<file path="config.mk">
export PLATFORM = sky130hd
export DESIGN_NAME = leading_one_decode_flat
export DESIGN_NICKNAME = d
export VERILOG_FILES = /design/src/rtl/leading_one_decode_if.sv /design/src/rtl/leading_one_decode.sv /design/src/flat_wrapper.sv
export SDC_FILE = /design/constraint.sdc
export NUM_CORES = 1
export LEC_CHECK = 0
export ABC_AREA = 1
export CELL_PAD_IN_SITES_DETAIL_PLACEMENT = 0
export CELL_PAD_IN_SITES_GLOBAL_PLACEMENT = 2
export CORE_ASPECT_RATIO = 1.5
export CORE_UTILIZATION = 31
export DETAILED_ROUTE_END_ITERATION = 8
export MAX_ROUTING_LAYER = met4
export PLACE_DENSITY_LB_ADDON = 0.1
export SLEW_MARGIN = 20
export SYNTH_ARGS = -nofsm -noshare
export SYNTH_HDL_FRONTEND = slang
export SYNTH_SLANG_ARGS = --single-unit
export TNS_END_PERCENT = 10
</file>
<file path="constraint.sdc">
create_clock -name clk -period 1.8 [get_ports clk]
set_input_delay 0.36 -clock clk [delete_from_list [all_inputs] [get_ports clk]]
set_output_delay 0.36 -clock clk [all_outputs]
set_load 0.01 [all_outputs]
</file>
<file path="src/rtl/leading_one_decode_if.sv">
// Handshake bundle between the leading-one index producer and the decoder.
// The decoder takes the slave view; the upstream/downstream side takes master.
interface leading_one_decode_if #(
  parameter int WIDTH = 9,
  parameter int IDX_W = 5,
  parameter int CNT_W = 16
);
  logic             in_valid;
  logic             in_ready;
  logic [IDX_W-1:0] in_index;
  logic             out_valid;
  logic             out_ready;
  logic [WIDTH-1:0] out_onehot;
  logic [WIDTH-1:0] out_mask;
  logic             out_zero;
  logic             out_err;
  logic             err_sticky;
  logic             err_clr;
  logic [CNT_W-1:0] dec_count;

  modport slave (
    input  in_valid, in_index, out_ready, err_clr,
    output in_ready, out_valid, out_onehot, out_mask, out_zero, out_err,
           err_sticky, dec_count
  );

  modport master (
    output in_valid, in_index, out_ready, err_clr,
    input  in_ready, out_valid, out_onehot, out_mask, out_zero, out_err,
           err_sticky, dec_count
  );
endinterface

</file>
<file path="src/rtl/leading_one_decode.sv">
// Regenerates one-hot and thermometer mask from a signed leading-one index,
// buffered through a 2-entry FIFO whose head slot drives the outputs directly.
module leading_one_decode #(
  parameter int WIDTH = 9,
  parameter int IDX_W = 5,
  parameter int CNT_W = 16
) (
  input  logic                 clk,
  input  logic                 rst_n,
  leading_one_decode_if.slave  bus
);
  localparam int EW = 2 * WIDTH + 2;

  // Entry layout: {onehot, mask, zero, err}; unused slots are kept all-zero.
  function automatic logic [EW-1:0] decode_entry(input logic [IDX_W-1:0] idx);
    logic [WIDTH-1:0] onehot;
    logic [WIDTH-1:0] mask;
    logic             zero;
    logic             err;
    logic [31:0]      iv;
    iv     = 32'(idx);
    onehot = {WIDTH{1'b0}};
    mask   = {WIDTH{1'b0}};
    zero   = 1'b0;
    err    = 1'b0;
    if (idx == {IDX_W{1'b1}}) begin
      zero = 1'b1;
    end else if (iv < 32'(WIDTH)) begin
      // Bitwise compare keeps the mask inside WIDTH even at the top index.
      for (int b = 0; b < WIDTH; b++) begin
        onehot[b] = (iv == 32'(b));
        mask[b]   = (32'(b) <= iv);
      end
    end else begin
      err = 1'b1;
    end
    return {onehot, mask, zero, err};
  endfunction

  logic [EW-1:0]    e0_r, e1_r, e0_s, e1_s, new_s;
  logic             v0_r, v1_r, v0_s, v1_s;
  logic             rdy_r;
  logic             sticky_r, sticky_s;
  logic [CNT_W-1:0] cnt_r, cnt_s;
  logic             in_ready_s, push_s, pop_s;

  // Slot 0 is the head; the buffer is full exactly when slot 1 is occupied.
  assign in_ready_s = rdy_r && !v1_r;

  // Next-state for the buffer slots, error flag and delivered counter.
  always_comb begin
    new_s    = decode_entry(bus.in_index);
    push_s   = bus.in_valid && in_ready_s;
    pop_s    = v0_r && bus.out_ready;
    e0_s     = e0_r;
    e1_s     = e1_r;
    v0_s     = v0_r;
    v1_s     = v1_r;
    sticky_s = sticky_r;
    cnt_s    = cnt_r;
    case ({push_s, pop_s})
      2'b10: begin
        if (!v0_r) begin
          e0_s = new_s;
          v0_s = 1'b1;
        end else begin
          e1_s = new_s;
          v1_s = 1'b1;
        end
      end
      2'b01: begin
        e0_s = e1_r;
        v0_s = v1_r;
        e1_s = {EW{1'b0}};
        v1_s = 1'b0;
      end
      2'b11: begin
        e0_s = v1_r ? e1_r : new_s;
        v0_s = 1'b1;
        e1_s = v1_r ? new_s : {EW{1'b0}};
        v1_s = v1_r;
      end
      default: begin
        e0_s = e0_r;
        e1_s = e1_r;
      end
    endcase
    if (push_s && new_s[0]) begin
      sticky_s = 1'b1;
    end else if (bus.err_clr) begin
      sticky_s = 1'b0;
    end else begin
      sticky_s = sticky_r;
    end
    if (pop_s && (cnt_r != {CNT_W{1'b1}})) begin
      cnt_s = cnt_r + CNT_W'(1);
    end else begin
      cnt_s = cnt_r;
    end
  end

  // State registers; rdy_r holds off acceptance until the first edge after reset.
  always_ff @(posedge clk or negedge rst_n) begin
    if (!rst_n) begin
      e0_r     <= {EW{1'b0}};
      e1_r     <= {EW{1'b0}};
      v0_r     <= 1'b0;
      v1_r     <= 1'b0;
      rdy_r    <= 1'b0;
      sticky_r <= 1'b0;
      cnt_r    <= {CNT_W{1'b0}};
    end else begin
      e0_r     <= e0_s;
      e1_r     <= e1_s;
      v0_r     <= v0_s;
      v1_r     <= v1_s;
      rdy_r    <= 1'b1;
      sticky_r <= sticky_s;
      cnt_r    <= cnt_s;
    end
  end

  assign bus.in_ready   = in_ready_s;
  assign bus.out_valid  = v0_r;
  assign bus.out_onehot = e0_r[EW-1 -: WIDTH];
  assign bus.out_mask   = e0_r[WIDTH+1 -: WIDTH];
  assign bus.out_zero   = e0_r[1];
  assign bus.out_err    = e0_r[0];
  assign bus.err_sticky = sticky_r;
  assign bus.dec_count  = cnt_r;
endmodule
</file>
<file path="src/flat_wrapper.sv">
// flat-port wrapper written by rule: the top's interface ports become plain ports
module leading_one_decode_flat 
#(
  parameter int WIDTH = 9,
  parameter int IDX_W = 5,
  parameter int CNT_W = 16
)
  (clk, rst_n, bus_in_valid, bus_in_index, bus_out_ready, bus_err_clr, bus_in_ready, bus_out_valid, bus_out_onehot, bus_out_mask, bus_out_zero, bus_out_err, bus_err_sticky, bus_dec_count);
  leading_one_decode_if #(.WIDTH(WIDTH), .IDX_W(IDX_W), .CNT_W(CNT_W)) bus_i ();
  input  logic clk;
  input  logic rst_n;
  input wire logic [$bits(bus_i.in_valid)-1:0] bus_in_valid;
  input wire logic [$bits(bus_i.in_index)-1:0] bus_in_index;
  input wire logic [$bits(bus_i.out_ready)-1:0] bus_out_ready;
  input wire logic [$bits(bus_i.err_clr)-1:0] bus_err_clr;
  output wire logic [$bits(bus_i.in_ready)-1:0] bus_in_ready;
  output wire logic [$bits(bus_i.out_valid)-1:0] bus_out_valid;
  output wire logic [$bits(bus_i.out_onehot)-1:0] bus_out_onehot;
  output wire logic [$bits(bus_i.out_mask)-1:0] bus_out_mask;
  output wire logic [$bits(bus_i.out_zero)-1:0] bus_out_zero;
  output wire logic [$bits(bus_i.out_err)-1:0] bus_out_err;
  output wire logic [$bits(bus_i.err_sticky)-1:0] bus_err_sticky;
  output wire logic [$bits(bus_i.dec_count)-1:0] bus_dec_count;
  assign bus_i.in_valid = bus_in_valid;
  assign bus_i.in_index = bus_in_index;
  assign bus_i.out_ready = bus_out_ready;
  assign bus_i.err_clr = bus_err_clr;
  assign bus_in_ready = bus_i.in_ready;
  assign bus_out_valid = bus_i.out_valid;
  assign bus_out_onehot = bus_i.out_onehot;
  assign bus_out_mask = bus_i.out_mask;
  assign bus_out_zero = bus_i.out_zero;
  assign bus_out_err = bus_i.out_err;
  assign bus_err_sticky = bus_i.err_sticky;
  assign bus_dec_count = bus_i.dec_count;
  leading_one_decode #(.WIDTH(WIDTH), .IDX_W(IDX_W), .CNT_W(CNT_W)) u_core (.clk(clk), .rst_n(rst_n), .bus(bus_i));
endmodule
</file>
==> run summary <==
Sw Pwr - 712 uW
slew margin rel. - 60.7%
clock skew - 5.57 ps
CTS buffer count - 9
max cap viols - 0
Critical Path Slowest Stage Cell - clkdlybuf4s50_1
Core Area - 0.0102 sq mm
Starting Density - 32.0%
CTS sink count - 60
Most used DFF post-synth - dfrtp_1
vias per inst - 4.59
sw frac - 21.1%
fin util - 44.0%
crit end category - primary output
PD cells - 750 mW/mm^2
Yosys reg bits - 60
CP required - 1440 ps
CP Cell Sequence - clkdlybuf4s50_1
DR WL/cell - 14.0 microns
top cells by area, synth - dfrtp_1 (46%), nand2_1 (17%), nor2_1 (6.8%)
Max Freq - 0.584 GHz
Post-synth ARST share - 100%
Placer Congestion - 0.786
fin crit period - 1710 ps
hpwl dp - 6.83 mm
startpoint types - flop
final cell area excluding filler cells - 0.00449 sq mm
cell internal pwr - 2660 uW
first-pass GRT wire length - 15.2 mm
# setup viols final - 0
synthesized instance count - 427
largest net degree at the start of global routing - 61
drt pass-1 iters - 4
fill count - 1,026
share of the synthesized area in the top cell type - 46.0%
# port buffers - 48
Post-CTS Hold Fix Bufs - 0
register area share after synthesis - 46.0%
Die X - 85.8 microns
CTS tree - built
maximum clock path buffer count - 2
RSZ-0062 raised after global routing - false
WS Path Type - reg2out
final wirelength - 9.25 mm
DIE AREA - 0.0110 sq mm
most instantiated cells after synthesis - nand2_1 (146), dfrtp_1 (60), nor2_1 (59), nand3_1 (33), inv_1 (29)
post-CTS resize count - 2
Worst path top cell family by delay - buffers and inverters
crit path buf inv count - 1
Peak VDD IR - 0.447 mV
Slew @ Worst Pin - 588 ps
num ports - 49
Die H - 128 microns
Sequential Power Share - 40.1%
# nets final - 525
Final Max Tran Viols - 0
grt ovf - 0
dpl ws - -135 ps
most numerous cell in the Yosys netlist - nand2_1
clk slew on worst S/H paths - 50 ps
EDFF count, synth - 0
share of layout cells above drive strength 1 - 15.6%
Arr. time, crit path - 1350 ps
Clock Power Share - 55.6%
Worst Reg-to-Reg Cells - 9
Yosys warning total - 0
mapped cell area - 0.00326 sq mm
Leak - 0.00212 uW
antenna cells - 0
total number of vias - 3,028
H-tree depth - 3
Antenna Nets Post-Route - 0
status - complete, no violations
number of global-route vias before repair - 3,010
Total Neg Setup Slack - 0 ps
Tcrit/Tclk final - 95.2%
Placement Rows - 45
Hold Worst Slack - 31.0 ps
initial antenna violation count - 0
GRT Total Usage - 19.1%
crit-path max FO - 5
Root Driver - clkbuf_16
worst hold path class - in2async
Netlist cell types - 33
DP Area - 0.00417 sq mm
drt drc - 0
DR iter-0 viols - 111
leading area contributor after synthesis - dfrtp_1
Post-CTS Setup Repair Bufs - 0
Clk Latency, worst-skew pair - 330 ps
area grow syn2layout - 37.5%
power share of the combinational group - 4.3%
Levels on crit path - 1
Post-Syn Nets - 438
CP max stage delay - 570 ps
Avg Inst Size Synth - 7.64 sq um
fin worst setup slack - 86.6 ps
final hold vios - 0
[state kept, by name (all words and copies together), names as in the netlist]
name,cells
u_core.e0_r,20
u_core.e1_r,20
u_core.bus.dec_count,16
u_core.bus.err_sticky,1
u_core.bus.out_valid,1
u_core.rdy_r,1
u_core.v1_r,1
[layout make-up]
type / count / area, sq um / area share, %
multi-input cells: 319 / 1520 / 33.8
flip-flops and latches: 60 / 1500 / 33.5
repair buffers: 88 / 837 / 18.7
clock buffers: 12 / 246 / 5.49
well taps: 141 / 176 / 3.93
inverters: 36 / 138 / 3.07
clock inverters: 4 / 72.6 / 1.62
[logic make-up (layout without fill, tap and decap cells)]
group                      after synthesis  after routing  synth area share, %
AOI/OAI and AO/OA                       45             45                 8.24
xor gates and xnor gates                11             11                 2.95
adders and majority gates                1              1                0.383
buffers and inverters                   48            140                 7.59
DFF                                     60             60                 46.0
other                                    1              1                0.115
and+or+nand+nor                        261            261                 34.7
[stage by stage]
step / power (uW) / std cells
final: 3370 / 660
after global placement: 1520 / 644
after detailed placement: 1520 / 644
after floorplan: 1420 / 427
after CTS: 3410 / 660
after global routing: 3480 / 660
[worst paths after layout]
kind	to	slack, ps	startpoint
worst max register to register	u_core.bus.dec_count[14]$_DFFE_PN0P_	270	u_core.bus.dec_count[1]$_DFFE_PN0P_
worst max-delay path	bus_dec_count[7]	90	u_core.bus.dec_count[7]$_DFFE_PN0P_
min in group clk	u_core.e1_r[19]$_DFFE_PN0P_	470	u_core.e1_r[19]$_DFFE_PN0P_
worst min-delay path	u_core.bus.dec_count[3]$_DFFE_PN0P_	30	rst_n
worst min register to register	u_core.e1_r[19]$_DFFE_PN0P_	470	u_core.e1_r[19]$_DFFE_PN0P_
max in group asynchronous	u_core.bus.err_sticky$_DFFE_PN0P_	1480	rst_n
[power groups by stage]
stage | sequential (uW) | combinational, uW | clock, uW
after floorplan | 1380 | 41.7 | 0
after global placement | 1380 | 149 | 0
after detailed placement | 1380 | 148 | 0
after CTS | 1350 | 148 | 1910
after global routing | 1350 | 162 | 1970
final | 1350 | 145 | 1870
[placed cells by master (no fill, tap or decap), drive strengths merged, types with 2 or more instances in the layout]
| master | instances |
|---|---|
| o22ai | 6 |
| clkbuf | 12 |
| nand3 | 35 |
| dfrtp | 60 |
| nor2 | 65 |
| nor3 | 3 |
| a31oi | 3 |
| o31ai | 2 |
| inv | 36 |
| bufinv | 2 |
| o21ai | 23 |
| clkdlybuf4s50 | 46 |
| xor2 | 2 |
| buf | 41 |
| xnor2 | 9 |
| a21oi | 10 |
| nand2 | 151 |
| nand4 | 6 |
[metal layers]
layer	vias up	wire length, microns	part of all wire [%]	track usage [%]
li1	1537	-	-	-
met1	1429	3790	41	20.6
met2	49	4970	54	33.7
met3	13	255	2.8	3.41
met4	0	238	2.6	8.92
met5	-	0	0	-
(Power assumes the default switching activity.)
